<file path="src/rtl/load_v_arbiter.sv">
// load_v_arbiter: shares one load_v vector-tile loader between NUM_REQ requesters.
//   Round-robin grant, one transfer in flight, tile/done pulses routed back to the owner.
//   Optional statistics counters are built when LOAD_V_ARB_STATS_EN is defined.
// Ports:
//   clk, rst                 clock, asynchronous active-high reset
//   req_valid/addr/len       per-requester request (held until req_ready), packed per index
//   req_ready                1-cycle accept pulse to the granted requester
//   resp_tile, resp_done     1-cycle pulses to the owning requester (tile seen / transfer complete)
//   ld_valid_in/dram_addr/length   command side of load_v
//   ld_tile_out, ld_valid_out      status side of load_v
//   busy, grant_id           activity flag and current/last owner
//   stat_xfers, stat_stall, stat_clr   (LOAD_V_ARB_STATS_EN only) 16-bit saturating counters per requester
module load_v_arbiter #(
    parameter int NUM_REQ = 4,
    parameter int ADDR_W  = 24,
    parameter int LEN_W   = 10
) (
    input  logic                        clk,
    input  logic                        rst,
    input  logic [NUM_REQ-1:0]          req_valid,
    input  logic [NUM_REQ*ADDR_W-1:0]   req_addr,
    input  logic [NUM_REQ*LEN_W-1:0]    req_len,
    output logic [NUM_REQ-1:0]          req_ready,
    output logic [NUM_REQ-1:0]          resp_tile,
    output logic [NUM_REQ-1:0]          resp_done,
    output logic                        ld_valid_in,
    output logic [ADDR_W-1:0]           ld_dram_addr,
    output logic [LEN_W-1:0]            ld_length,
    input  logic                        ld_tile_out,
    input  logic                        ld_valid_out,
    output logic                        busy,
    output logic [$clog2(NUM_REQ)-1:0]  grant_id
`ifdef LOAD_V_ARB_STATS_EN
    ,
    output logic [NUM_REQ*16-1:0]       stat_xfers,
    output logic [NUM_REQ*16-1:0]       stat_stall,
    input  logic                        stat_clr
`endif
);

    localparam int ID_W = $clog2(NUM_REQ);

    typedef enum logic [1:0] {
        S_IDLE    = 2'd0,
        S_ISSUE   = 2'd1,
        S_WAIT    = 2'd2,
        S_RELEASE = 2'd3
    } state_t;

    state_t             state_q;
    state_t             state_d;
    logic [ID_W-1:0]    ptr_q;
    // Set when the current grant had len==0: RELEASE then carries its resp_done.
    logic               zero_q;

    logic [ADDR_W-1:0]  addr_arr [NUM_REQ];
    logic [LEN_W-1:0]   len_arr  [NUM_REQ];

    logic               found;
    logic [ID_W-1:0]    gnt_idx;
    logic [LEN_W-1:0]   len_sel;

    logic [NUM_REQ-1:0] ready_d;
    logic [NUM_REQ-1:0] tile_d;
    logic [NUM_REQ-1:0] done_d;
    logic               ldv_d;

    function automatic logic [NUM_REQ-1:0] onehot(input logic [ID_W-1:0] idx);
        onehot = NUM_REQ'(1) << idx;
    endfunction

    for (genvar i = 0; i < NUM_REQ; i++) begin : g_unpack
        assign addr_arr[i] = req_addr[i*ADDR_W +: ADDR_W];
        assign len_arr[i]  = req_len[i*LEN_W +: LEN_W];
    end

    // Round-robin scan starting one past the last owner.
    always_comb begin
        logic [ID_W-1:0] cand;
        found   = 1'b0;
        gnt_idx = '0;
        cand    = '0;
        for (int k = 1; k <= NUM_REQ; k++) begin
            cand = ID_W'((int'(ptr_q) + k) % NUM_REQ);
            if (!found && req_valid[cand]) begin
                found   = 1'b1;
                gnt_idx = cand;
            end
        end
    end

    assign len_sel = len_arr[gnt_idx];

    // Next-state logic.
    always_comb begin
        state_d = state_q;
        case (state_q)
            S_IDLE: begin
                if (found) begin
                    // Zero-length requests skip the loader but still take the
                    // RELEASE slot, which keeps the still-high req_valid of the
                    // accepted requester from being granted twice.
                    state_d = (len_sel != '0) ? S_ISSUE : S_RELEASE;
                end
            end
            S_ISSUE:   state_d = S_WAIT;
            S_WAIT:    if (ld_valid_out) state_d = S_RELEASE;
            S_RELEASE: state_d = S_IDLE;
            default:   state_d = S_IDLE;
        endcase
    end

    // Output logic: values loaded into the output registers at the next edge.
    always_comb begin
        ready_d = '0;
        tile_d  = '0;
        done_d  = '0;
        ldv_d   = 1'b0;
        case (state_q)
            S_IDLE: begin
                if (found) begin
                    ready_d = onehot(gnt_idx);
                    ldv_d   = (len_sel != '0);
                end
            end
            S_WAIT: begin
                if (ld_tile_out)  tile_d = onehot(grant_id);
                if (ld_valid_out) done_d = onehot(grant_id);
            end
            S_RELEASE: begin
                if (zero_q) done_d = onehot(grant_id);
            end
            default: ;
        endcase
    end

    // State and output registers.
    always_ff @(posedge clk or posedge rst) begin
        if (rst) begin
            state_q      <= S_IDLE;
            ptr_q        <= ID_W'(NUM_REQ - 1);
            zero_q       <= 1'b0;
            grant_id     <= '0;
            ld_dram_addr <= '0;
            ld_length    <= '0;
            ld_valid_in  <= 1'b0;
            req_ready    <= '0;
            resp_tile    <= '0;
            resp_done    <= '0;
            busy         <= 1'b0;
        end else begin
            state_q     <= state_d;
            ld_valid_in <= ldv_d;
            req_ready   <= ready_d;
            resp_tile   <= tile_d;
            resp_done   <= done_d;
            busy        <= (state_d != S_IDLE);
            if (state_q == S_IDLE && found) begin
                ptr_q        <= gnt_idx;
                grant_id     <= gnt_idx;
                zero_q       <= (len_sel == '0);
                ld_dram_addr <= addr_arr[gnt_idx];
                ld_length    <= len_sel;
            end
        end
    end

`ifdef LOAD_V_ARB_STATS_EN
    logic [NUM_REQ-1:0][15:0] xfer_q;
    logic [NUM_REQ-1:0][15:0] stall_q;

    // A transfer counts when its resp_done is registered; a stall is any
    // cycle a requester is asking without seeing its accept pulse.
    always_ff @(posedge clk or posedge rst) begin
        if (rst) begin
            xfer_q  <= '0;
            stall_q <= '0;
        end else if (stat_clr) begin
            xfer_q  <= '0;
            stall_q <= '0;
        end else begin
            for (int i = 0; i < NUM_REQ; i++) begin
                if (done_d[i] && xfer_q[i] != 16'hFFFF) begin
                    xfer_q[i] <= xfer_q[i] + 16'd1;
                end
                if (req_valid[i] && !req_ready[i] && stall_q[i] != 16'hFFFF) begin
                    stall_q[i] <= stall_q[i] + 16'd1;
                end
            end
        end
    end

    assign stat_xfers = xfer_q;
    assign stat_stall = stall_q;
`endif

endmodule
</file>
<file path="config.mk">
export PLATFORM = sky130hd
export DESIGN_NAME = load_v_arbiter
export DESIGN_NICKNAME = d
export VERILOG_FILES = /design/src/rtl/load_v_arbiter.sv
export SDC_FILE = /design/constraint.sdc
export NUM_CORES = 1
export LEC_CHECK = 0
export CAP_MARGIN = 10
export CORE_AREA = 2 2 95 97
export CTS_BUF_LIST = sky130_fd_sc_hd__clkbuf_8
export DETAILED_ROUTE_END_ITERATION = 10
export DIE_AREA = 0 0 97 99
export PLACE_DENSITY = 0.83
export SLEW_MARGIN = 40
export SYNTH_ARGS = -nofsm -noshare
export SYNTH_HDL_FRONTEND = slang
export SYNTH_SLANG_ARGS = --single-unit
</file>
<file path="constraint.sdc">
create_clock -name clk -period 2.75 [get_ports clk]
set_clock_uncertainty 0.1 [all_clocks]
set_input_delay 0.55 -clock clk [delete_from_list [all_inputs] [get_ports clk]]
set_output_delay 0.55 -clock clk [all_outputs]
set_load 0.05 [all_outputs]
</file>
### Word level (Yosys, flattened, before mapping)

Index checks and enable logic that the tools add are counted.

* add/subtract/negate cells: 4
* equality and inequality tests: 3
* magnitude comparators: 5
* reductions and logical operators: 11
* shift-type cells: 2
* bitwise gates (word level): 1
* muxes and demuxes: 35

Operators with widths (count)
* 24-bit binary-select mux with 2-bit select: 1
* 24-bit 2-to-1 mux: 2
* 4-bit 2-to-1 mux: 6
* 10-bit binary-select mux with 2-bit select: 1
* 10-bit 2-to-1 mux: 2
* 2-bit 2-to-1 mux: 7
* 2-bit by 3-bit < comparator with 1-bit output, second input constant: 4
* 10-bit logical NOT: 1
* 1-bit 2-to-1 mux: 10
* 10-bit nonzero test: 1
* 1-bit binary-select mux with 2-bit select: 4
* 2-bit one-hot mux with 4 select lines: 1
* 4-bit one-hot mux with 2 select lines: 1
* 1-bit by 2-bit left shift with 4-bit output, first input constant: 2
* 2-bit by 1-bit adder with 2-bit output, second input constant: 2
* 2-bit adder, second input constant: 2
* 2-bit == test, second input constant: 2
* 1-bit logical AND: 4
* 3-bit greater-or-equal comparator, second input constant: 1
* 1-bit logical NOT: 3
* 2-bit NOT with 3-bit output: 1
* 2-bit by 1-bit == test with 1-bit output, second input constant: 1
* 2-bit logical NOT: 1
* 2-bit nonzero test: 1

* bits of input ports: 144
* output and inout bits: 50
* logic and storage cells: 72
* register bits: 55

### Depth between registers and ports, before layout

* word-level depth: 22
* gate-level depth with buffers: 7
* mapped depth without buffers: 5

### Least setup slack after synthesis

Ideal clock, no wire load.

* path type: input to register
* start: input req_valid[0]
* end: register ld_valid_in
* stages: 7
* library setup time: 0.119 ns
* buffers on the path: 2
* path slack: 0.632 ns
* required time: 2.531 ns
* arrival time: 1.899 ns
* cells stage by stage: or2_1 -> a311oi_2 -> buf_6 -> buf_6 -> mux2i_1 -> mux2i_1 -> and2_1

* longest elaborated chain between the ends: 19
* elaborated cells on any way between the ends: 29
* those cells by class: mux: 21; bitwise: 1; reduce/logical: 7

Ends and longest elaborated chain
* start: declaration: RTL line 20 `input logic [NUM_REQ-1:0] req_valid,`
* 1-bit binary-select mux with 2-bit select: RTL line 85 `if (!found && req_valid[cand]) begin`
* 1-bit 2-to-1 mux (not written as such): RTL line 85
* 1-bit 2-to-1 mux: RTL line 85
* 1-bit logical NOT: RTL line 85
* 1-bit logical AND: RTL line 85
* 1-bit 2-to-1 mux: RTL line 85
* 1-bit logical NOT: RTL line 85
* 1-bit logical AND: RTL line 85
* [... 3 more ...]
* 2-bit 2-to-1 mux: RTL line 85
* 2-bit NOT with 3-bit output (not written as such): RTL line 92 `assign len_sel = len_arr[gnt_idx];`
* 10-bit binary-select mux with 2-bit select: RTL line 92
* 10-bit 2-to-1 mux (not written as such) (2 in a row): RTL line 92
* 10-bit nonzero test: RTL line 123 `ldv_d = (len_sel != '0);`
* 1-bit 2-to-1 mux (*): RTL line 121 `if (found) begin`
* 1-bit 2-to-1 mux (*): RTL line 119 `case (state_q)`
* named net ldv_d: RTL line 66 `logic ldv_d;`
* end signal: assignment: RTL line 153 `ld_valid_in <= ldv_d;`
* end: declaration: RTL line 26 `output logic ld_valid_in,`

Mark *: on every way through the listed nets, which the timed path passes. The rest lies on a longest branch. The select of a mux whose other input is x is not followed.
A chain may end at the register's enable or synchronous reset.

### Worst setup path after layout

* start: input req_valid[1]
* end: register state_q[1]

* longest elaborated chain between the ends: 20
* elaborated cells on any way between the ends: 30
* those cells by class: mux: 22; bitwise: 1; reduce/logical: 7

Ends and longest elaborated chain
* 1-bit binary-select mux with 2-bit select: RTL line 85
* 1-bit 2-to-1 mux (not written as such): RTL line 85
* 1-bit 2-to-1 mux: RTL line 85
* 1-bit logical NOT: RTL line 85
* 1-bit logical AND: RTL line 85
* 1-bit 2-to-1 mux: RTL line 85
* 1-bit logical NOT: RTL line 85
* 1-bit logical AND: RTL line 85
* [... 4 more ...]
* 2-bit NOT with 3-bit output (not written as such): RTL line 92
* 10-bit binary-select mux with 2-bit select: RTL line 92
* 10-bit 2-to-1 mux (not written as such) (2 in a row): RTL line 92
* 10-bit nonzero test: RTL line 103 `state_d = (len_sel != '0) ? S_ISSUE : S_RELEASE;`
* 2-bit 2-to-1 mux: RTL line 103
* 2-bit 2-to-1 mux (*): RTL line 99 `if (found) begin`
* 2-bit one-hot mux with 4 select lines (*): RTL line 97 `case (state_q)`
* named net state_d[1]: RTL line 51 `state_t state_d;`
* end signal: assignment: RTL line 152 `state_q <= state_d;`
* end: declaration: RTL line 50 `state_t state_q;`

Marked as above.

==> summary.txt <==
Run status
  • Status: complete, no violations

Placement
  • Placed cells: around 620
  • Hpwl dp: just under 8000 µm
  • RD Place Congestion: 0.8343
  • Port bufs: ~190

Setup path
  • Reg2Reg Capture Point: state_q[1]
  • Worst path slowest cell: clkdlybuf4s50_1
  • Reg2Reg Setup Slack: between 0.5 and 0.6 ns
  • Critical Path RT: between 2 and 3 ns
  • Startpoint Class: input port
  • Kind of critical path: in2reg
  • CP Capture Type: register
  • CP max stage delay: 0.44 ns
  • Reg2Reg Depth: 6
  • WP data arrival: roughly 2.5 ns
  • Most frequent CP cell: mux2i_1
  • Top cell family by delay on the critical path: buffers and inverters
  • Reg2reg start: ptr_q[0]
  • Buf/Inv on CP: 3
  • Crit Path Max Fanout: 25
  • Crit-path cells: clkdlybuf4s50_1 > or2_1 > a311oi_4 > buf_4 > buf_12 > mux2i_1 > mux2i_1 > o22ai_1

Detailed routing
  • DR pass1 iterations: 4
  • Antenna Nets Post-Route: 0
  • Vias: a little over 3000
  • Final wirelength: about 9500 µm
  • Routed len/inst: between 15 and 20 µm
  • Number of DRC markers in iteration 0: 78
  • Post-route DRC: 0
  • Vias per cell: between 4 and 5

Synth
  • Synth Area in Compound Gates: 0.08626
  • Post-synth cell types: 30
  • Mapped Area: about 0.0034 mm²
  • Post-Synthesis Cells: between 300 and 400
  • Syn Area/Cell: about 11 µm²
  • Yosys reg bits: 55
  • Adder-Cell Fraction of Synth Area: 0
  • Largest family of logic cells by synthesized area: multiplexers
  • Post-synthesis mux area share: 0.3269
  • Simple-gate area share of the yosys netlist: 0.1255
  • Synth warn: 0
  • Syn Nets: approximately 460
  • Post-Synth XOR/XNOR Area: 0
  • Sequential-to-total area share from yosys stat: 0.4080

Power
  • Leakage power: 2.440 nW
  • Power share of the clock group: 0.091
  • Internal: approximately 0.003 W
  • Comb power frac: 0.673
  • Power Total: a little under 0.006 W
  • Switch Pwr: between 0.002 and 0.003 W
  • Sw Ratio: 0.4695
  • Cell Pwr Density: approximately 1000 mW/mm²
  • Worst vdd ir: 0.5786 mV
  • Seq pwr share: 0.236

Hold path
  • Worst Hold End: ld_dram_addr[18]
  • Worst min-delay path class: reg2reg
  • Hold_sp: ld_dram_addr[18]
  • Hold Path Stages: 2

Timing
  • Final critical-path required period: around 2.4 ns
  • Slew headroom: 0.4832
  • Final Max Tran Viols: 0
  • Hold Vio Cnt, Final: 0
  • Worst Max-Slew Pin Slew: about 0.77 ns
  • Period utilization: 0.8718
  • Final setup fails: 0
  • RSZ-0062 raised after global routing: false
  • Total Neg Setup Slack: 0 ns
  • Peak Freq: about 420 MHz

Clock network
  • H-Tree Depth: 2
  • Clk slew on worst S/H paths: 0.10 ns
  • Clock buffer depth: 2
  • Post-CTS sizing: 0
  • Total CTS buffers: 5
  • CTS tree: built
  • Clock sinks: 55
  • Clock root cell: clkbuf_8
  • Hold buffers post-CTS: 0
  • Post-CTS Setup Bufs: 0
  • Clock latency on the worst-skew pair: about 0.30 ns

Global routing
  • Vias in the first global route: slightly above 3000
  • Grt ovf: 0
  • Global-route wire length before repair: 15060 µm
  • GRT Overall Usage: 0.1928
  • Initial antenna violation count: 0
  • Pin count of the biggest net entering global routing: 75

Finish
  • P&R area growth vs syn: 66.01%
  • Final Util: 0.6561
  • Nets: 660
  • Ant diodes: 0
  • FILL cells: around 700
  • Final std cells w/o fill: 625
  • Layout cells sized above 1: 0.1586

Floorplan
  • CORE AREA: 0.008551 mm²
  • Chip height: slightly below 100 µm
  • I/O pin count: 194
  • Starting density of the core: 0.3952
  • Die Width: between 90 and 100 µm
  • Die ar.: 0.009603 mm²
  • Row cnt: 34

Flow run
  • Max Cap Violations: 0
==> per-layer routing <==
layer / vias to the layer above / part of all wire / GRT usage
met1: 1412 / 0.39 / 0.2253
met2: 137 / 0.52 / 0.3542
li1: 1533 / - / -
met3: 9 / 0.080 / 0.05319
met4: 0 / 0.012 / 0.04117
met5: - / 0 / 0
==> worst register-to-register path: stages, from the launching register on <==
cell      delay, ns
dfstp_2        0.57
nand2b_1       0.18
o21ai_1        0.13
a211oi_4       0.36
buf_12         0.22
mux2i_1        0.33
o22ai_1        0.16
==> layout by cell type (no fill, tap or decap), types with 2 or more instances in the layout <==
cell / count
a21oi_1: 5
nor2_1: 18
mux2i_1: 71
dfrtp_1: 53
and2_1: 2
dfstp_2: 2
nand2b_1: 5
nand2_1: 42
buf_12: 6
o21ai_2: 14
nor4_1: 8
nand3_1: 4
buf_4: 11
mux2_2: 35
nor3_1: 5
clkdlybuf4s50_1: 193
nor3b_1: 2
o21ai_1: 22
clkbuf_8: 5
==> worst max-delay path by stage <==
stage                            start               end  slack, ns  cells after the start
after global placement    req_valid[1]   ld_dram_addr[9]       0.08                      8
after floorplan           req_valid[0]       ld_valid_in       0.63                      7
after detailed placement  req_valid[1]  ld_dram_addr[11]       0.03                      8
after global routing      req_valid[1]        state_q[1]       0.28                      8
final                     req_valid[1]        state_q[1]       0.35                      8
after CTS                 req_valid[1]  ld_dram_addr[11]       0.34                      8
==> power groups by stage <==
stage | clock network, W | logic (W) | registers (W)
after floorplan | 0 | 0.00168 | 0.00244
after global routing | 0.000590 | 0.00417 | 0.00142
after detailed placement | 0 | 0.00395 | 0.00139
after CTS | 0.000560 | 0.00397 | 0.00138
after global placement | 0 | 0.00389 | 0.00138
final | 0.000531 | 0.00392 | 0.00137
==> synth_stat cells (all sizes together) <==
library cell	number	share of area
nor2	18	0.020
clkbuf	7	0.0078
a211oi	1	0.0037
and3	1	0.0019
nand2b	6	0.011
and2	2	0.0037
a21oi	5	0.0074
o22ai	1	0.0019
mux2i	71	0.21
inv	2	0.0022
nand3	4	0.0059
or2	2	0.0037
nand3b	1	0.0022
nor3	5	0.0074
dfstp	2	0.016
mux2	35	0.12
a311oi	1	0.0044
nor4	9	0.019
nor3b	2	0.0044
o21ai	36	0.069
buf	13	0.043
nand2	42	0.047
dfrtp	53	0.39
==> sequential cells by signal, summed over array words and instances (netlist names) <==
| register | flops |
|---|---|
| busy | 1 |
| grant_id | 2 |
| ld_dram_addr | 24 |
| ld_length | 10 |
| ld_valid_in | 1 |
| ptr_q | 2 |
| req_ready | 4 |
| resp_done | 4 |
| resp_tile | 4 |
| state_q | 2 |
| zero_q | 1 |
==> logic make-up after synthesis <==
| family | after synthesis |
|---|---|
| buffers and inverters | 22 |
| DFF | 55 |
| muxes | 106 |
| and+or+nand+nor | 92 |
| AOI/OAI and AO/OA | 44 |
==> final cells by class <==
| type | instances | area [µm²] | area share |
|---|---|---|---|
| timing repair buffer | 210 | 2135 | 0.3805 |
| multi-input combinational | 242 | 1842 | 0.3283 |
| inverter | 2 | 7.507 | 0.001338 |
| sequential | 55 | 1379 | 0.2458 |
| clock inverter | 3 | 43.79 | 0.007806 |
| tap | 108 | 135.1 | 0.02409 |
| clock buffer | 5 | 68.82 | 0.01227 |
==> through the flow <==
stage                     setup WS (ns)  instance area [µm²]  hold WS, ns
after CTS                        0.3424                 5610       0.3885
after detailed placement        0.03177                 5498       0.3641
after global routing             0.2788                 5610       0.3978
after global placement          0.08107                 5498       0.3580
after floorplan                  0.6316                 3379       0.3500
final                            0.3524                 5610       0.3810
No activity file was read; power rests on OpenSTA's default activity.
==> RTL edit 1: new RTL, same flow settings <==
The parameter `LEN_W` goes from 10 to 20.
--- a/src/rtl/load_v_arbiter.sv
+++ b/src/rtl/load_v_arbiter.sv
@@ -15,3 +15,3 @@
     parameter int ADDR_W  = 24,
-    parameter int LEN_W   = 10
+    parameter int LEN_W   = 20
 ) (
Ports: changed (resized ld_length and req_len); port bits go from 194 to 244. The function was not compared with the original's and may differ.
==> RTL edit 1 against the unedited design <==
- global-route usage grew 9.9 points
- worst setup slack lost 0.32 ns
- sequential cell count grew 10
- clock power grew 70%
- synthesized area grew 19%
- power grew 29%
- largest cell class unchanged
- critical endpoint is now ld_valid_in
- routed wire length grew 54%
- design area grew 26%
==> RTL edit 1: results (changes against the unedited design) <==
Outcome
  • Run status: completed

Power
  • Sw frac: 49.8% (+2.9 points)
  • Max VDD drop: 523 uV (-9.6%)
  • Leakage: 3.03 nW (+24%)

Yosys
  • Post-Syn Nets: 670 (+45%)
  • Top cells by area, synth: dfrtp_1 (39%), nand2_1 (14%), a211oi_1 (6.0%)
  • Top post-synthesis cells by count: nand2_1 (146), dfrtp_1 (63), and2_1 (34), and3_1 (34)
  • Synth unique cells: 38 (+27%)
  • Syn avg cell area: 8.25 um^2 (-22%)
  • Sequential share of the synthesized area: 40.6% (-0.19 points)

Placement
  • Placed cell count: 832 (+35%)
  • Gpl congestion: 1.06 (+27%)
  • Detailed placer's ending HPWL: 11.2 mm (+45%)
  • I/O Buffers: 243 (+26%)

Finish
  • Post-route insts no fill: 850 (+36%)
  • Share of cells above drive strength 1: 10.9% (-4.9 points)
  • Top flop regs: ld_dram_addr: 24 flops, ld_length: 20 flops
  • Final net count: 921 (+40%)

Setup path
  • Max FO, Critical Path: 4 (-84%)
  • Worst reg2reg path depth: 7 (+1)
  • FF-to-FF setup slack: 0.10 ns (-0.48 ns)
  • FF-to-FF End: ld_valid_in
  • Crit path arrival time: 2.85 ns (+0.38 ns)

Global route
  • Vias in the first global route: 4669 (+51%)
  • GRT Util Overall: 29.2% (+9.9 points)
  • First-pass GRT wire length: 22.4 mm (+49%)
  • Largest net degree at the start of global routing: 58 (-23%)

Timing
  • Slew @ Worst Pin: 0.751 ns (-0.0182 ns)

Clock tree
  • Clk slew on worst S/H paths: 0.08 ns (-0.02 ns)
  • H-tree levels: 3 (+1)

Worst hold path
  • Hold Startpoint: ld_dram_addr[5]
  • Hold Path Sink: ld_dram_addr[5]

Routing
  • Iter 0 DRT Violations: 166 (+110%)
RTL edit 1: how the worst max path moves through the flow:
stage	start	endpoint	slack [ns]
CTS	req_valid[1]	ld_valid_in	0.01
detailed placement	req_valid[0]	ld_valid_in	-0.36
floorplan	ptr_q[0]	ld_valid_in	0.28
finish	req_valid[3]	ld_valid_in	0.03
global placement	req_len[35]	ld_valid_in	-0.33
global route	req_len[35]	ld_valid_in	-0.05
RTL edit 1: per-stage QoR:
stage / setup slack (ns) / hold WS, ns / area [um^2] / total power (W)
floorplan: 0.276 / 0.350 / 4010 / 0.00480
detailed placement: -0.365 / 0.369 / 6740 / 0.00654
finish: 0.0342 / 0.380 / 7050 / 0.00752
CTS: 0.0140 / 0.386 / 6990 / 0.00748
global placement: -0.330 / 0.358 / 6740 / 0.00642
global route: -0.0482 / 0.394 / 7050 / 0.00793
RTL edit 1: repair_timing:
item	in CTS	in global routing
endpoints found under the setup margin	1	13
gates resized for setup	5	12
pin swaps	1	4
cloned	0	1
setup buffers	0	1
RTL edit 1: area by class of cell:
type | instances | area (um^2)
Clock buffer | 9 | 124
Clock inverter | 7 | 95.1
Multi-Input combinational cell | 381 | 2310
Inverter | 2 | 7.51
Tap cell | 108 | 135
Timing Repair Buffer | 278 | 2750
Sequential cell | 65 | 1630
Fill cell | 544 | 1500
RTL edit 1: critical path: stages:
cell	delay, ns
clkdlybuf4s50_1	0.49
and2b_4	0.17
buf_4	0.12
o221a_2	0.30
mux2i_1	0.33
nand3_1	0.21
a2111oi_4	0.35
nand3_1	0.15
and2_1	0.19
RTL edit 1: cell families (layout without fill, tap and decap cells):
| group | after synthesis | after routing | share of synthesized area [%] |
|---|---|---|---|
| AOI/OAI and AO/OA | 94 | 95 | 16.7 |
| buffers and inverters | 41 | 296 | 4.59 |
| and+or+nand+nor | 264 | 264 | 31.6 |
| DFF | 65 | 65 | 40.6 |
| muxes | 22 | 22 | 6.55 |
RTL edit 1: per-layer routing:
metal  vias to the layer above  routed length, um  part of all wire (%)  GRT usage, %
met5                         -                  0                     0             0
met4                         0                503                   3.4          11.2
met3                        43               1230                   8.4          9.08
met2                       221               7530                    52          53.6
met1                      2185               5360                    37          31.5
li1                       2219                  -                     -             -
RTL edit 1: power by group through the flow:
stage,clock [W],sequential (W),combinational [W]
after floorplan,0,0.00296,0.00184
final,0.000903,0.00167,0.00495
after detailed placement,0,0.00167,0.00487
after global placement,0,0.00165,0.00477
after CTS,0.000909,0.00166,0.00491
after global routing,0.000953,0.00172,0.00526
==> RTL edit 2: new RTL, same flow settings <==
Made on the original files. The 4 states of `state_t` get a Gray code encoding in 2 bits.
--- a/src/rtl/load_v_arbiter.sv
+++ b/src/rtl/load_v_arbiter.sv
@@ -43,6 +43,6 @@
     typedef enum logic [1:0] {
-        S_IDLE    = 2'd0,
-        S_ISSUE   = 2'd1,
-        S_WAIT    = 2'd2,
-        S_RELEASE = 2'd3
+        S_IDLE    = 2'b00,
+        S_ISSUE   = 2'b01,
+        S_WAIT    = 2'b11,
+        S_RELEASE = 2'b10
     } state_t;
Behaviour: same outputs for any inputs over 10 cycles, from zero or initial values and one cycle with rst high; not proved beyond that.
==> RTL edit 2 against the unedited design <==
- synthesized area is 3.6% lower
- die area unchanged
- sequential cell count stayed put
- routed wire length grew 14%
- non-clock buffer count grew 5
- largest power group unchanged
- global-route usage up 3.2 points
- worst setup slack got worse by 0.24 ns
- design area down 1.4%
- highest routed layer unchanged
- power decreased by 7.2%
- count of clock-buffer cells in the layout is the same
==> RTL edit 2: results (changes against the unedited design) <==
Global route
  • Met3 Use GR: 6.52% (+1.2 points)
  • Routing usage on met2: 41.5% (+6.0 points)
  • Met1 usage: 24.8% (+2.2 points)
  • Initial antenna violation count: 1 (+1)
  • Largest net degree at the start of global routing: 50 (-33%)
  • First-pass GRT wire length: 17.6 mm (+17%)
  • Vias in the first global route: 3790 (+22%)
  • GRT Util Overall: 22.5% (+3.2 points)

Worst hold path
  • Hold-critical path depth: 2 (unchanged)
  • Hold Startpoint: ld_dram_addr[8]
  • Hold Path Sink: ld_dram_addr[8]

Clock tree
  • Clk slew on worst S/H paths: 0.11 ns
  • Clock Tree Buf Depth: 2 (unchanged)
  • CTS Root Cell: clkbuf_8
  • Clk_lat worst skew: 0.30 ns (about the same)
  • CTS resizes: 0 (unchanged)

Placement
  • Gpl congestion: 0.892 (+7.0%)
  • Cell Area, Placed: 5440 um^2 (-1.1%)
  • Detailed placer's ending HPWL: 8.51 mm (+11%)
  • Dpl ws: -0.181 ns (-0.213 ns)

Outcome
  • Run status: completed

Finish
  • Clkbuf count: 5 (unchanged)
  • Multi-input gates: 352 (+45%)
  • Clock-cell share of area: 1.76% (-0.24 points)
  • Share of cells above drive strength 1: 6.96% (-8.9 points)
  • Buffer share of cell area: 38.8% (+0.75 points)
  • Logic inverters: 2 (unchanged)
  • Seq area share: 24.9% (+0.34 points)
  • Final net count: 775 (+17%)
  • Fillers: 749 (+7.3%)
  • Non-CTS buffers: 215 (+2.4%)
  • Area of the multi-input gates: 1770 um^2 (-4.0%)

Routing
  • Via density: 5.05 (+2.1%)
  • WL final: 10.8 mm (+14%)
  • Iter 0 DRT Violations: 123 (+58%)

Yosys
  • Post-Syn Nets: 584 (+26%)
  • Sequential share of the synthesized area: 42.3% (+1.5 points)
  • Synth Warn #: 0 (unchanged)
  • Top cells by area, synth: dfrtp_1 (41%), nand2_1 (24%), o211ai_1 (5.5%)
  • Synth unique cells: 35 (+17%)
  • Top post-synthesis cells by count: nand2_1 (208), dfrtp_1 (53), clkbuf_1 (28), nand3_1 (26), o211ai_1 (24)
  • Dominant cell type by area after synthesis: dfrtp_1

Setup path
  • Reg2reg start: ptr_q[0]
  • CP peak stage delay: 0.56 ns (+0.12 ns)
  • Max FO, Critical Path: 4 (-84%)
  • Top delay family on crit path: simple AND/OR/NAND/NOR gates
  • Slowest CP cell: mux4_2
  • FF-to-FF End: state_q[0]
  • FF-to-FF setup slack: 0.23 ns (-0.35 ns)
  • Crit path arrival time: 2.72 ns (+0.25 ns)

Timing
  • Slew @ Worst Pin: 0.620 ns (-0.149 ns)

Power
  • Leakage: 2.53 nW (+3.7%)
  • Max VDD drop: 389 uV (-33%)

Die
  • Core area: 8550 um^2 (unchanged)
-- RTL edit 2: worst reg2reg max path: stages, from the launching register on --
cell	delay [ns]
dfstp_2	0.58
and2b_1	0.20
o21ai_1	0.18
and3_2	0.28
mux4_2	0.57
nor4_4	0.38
a21oi_1	0.12
-- RTL edit 2: cell families (layout without fill, tap and decap cells) --
logic type	Yosys count	in the layout	synth area share [%]
buf+inv	33	225	4.03
mux	7	7	3.03
compound gates	55	55	12.5
simple gates	290	290	38.1
flops	55	55	42.3
-- RTL edit 2: worst max path at each step --
stage	slack, ns	end	from	cells past startpoint
finish	0.12	state_q[0]	req_valid[3]	7
global route	0.02	state_q[0]	req_valid[3]	7
CTS	0.13	zero_q	req_valid[3]	7
detailed placement	-0.18	state_q[0]	req_valid[3]	7
global placement	-0.09	zero_q	req_valid[3]	7
floorplan	0.28	zero_q	ptr_q[0]	7
-- RTL edit 2: routing by layer --
metal,up-vias,routed length [um]
li1,1850,-
met1,1706,4230
met2,157,5390
met3,22,906
met4,0,299
met5,-,0
-- RTL edit 2: per-stage QoR --
stage          std cells  setup TNS, ns  utilization [%]  hold WS (ns)
6_report             740              0             64.7         0.380
3_3_place_gp         732         -0.299             63.6         0.358
5_1_grt              740              0             64.7         0.405
3_5_place_dp         732         -0.632             63.6         0.362
2_1_floorplan        440              0                -         0.354
4_1_cts              740              0             64.7         0.387
-- RTL edit 2: power breakdown --
part           internal [W]  switching (W)  leakage (nW)
registers           0.00114       0.000216         0.694
clock network      0.000189       0.000275        0.0502
logic               0.00132        0.00227          1.79
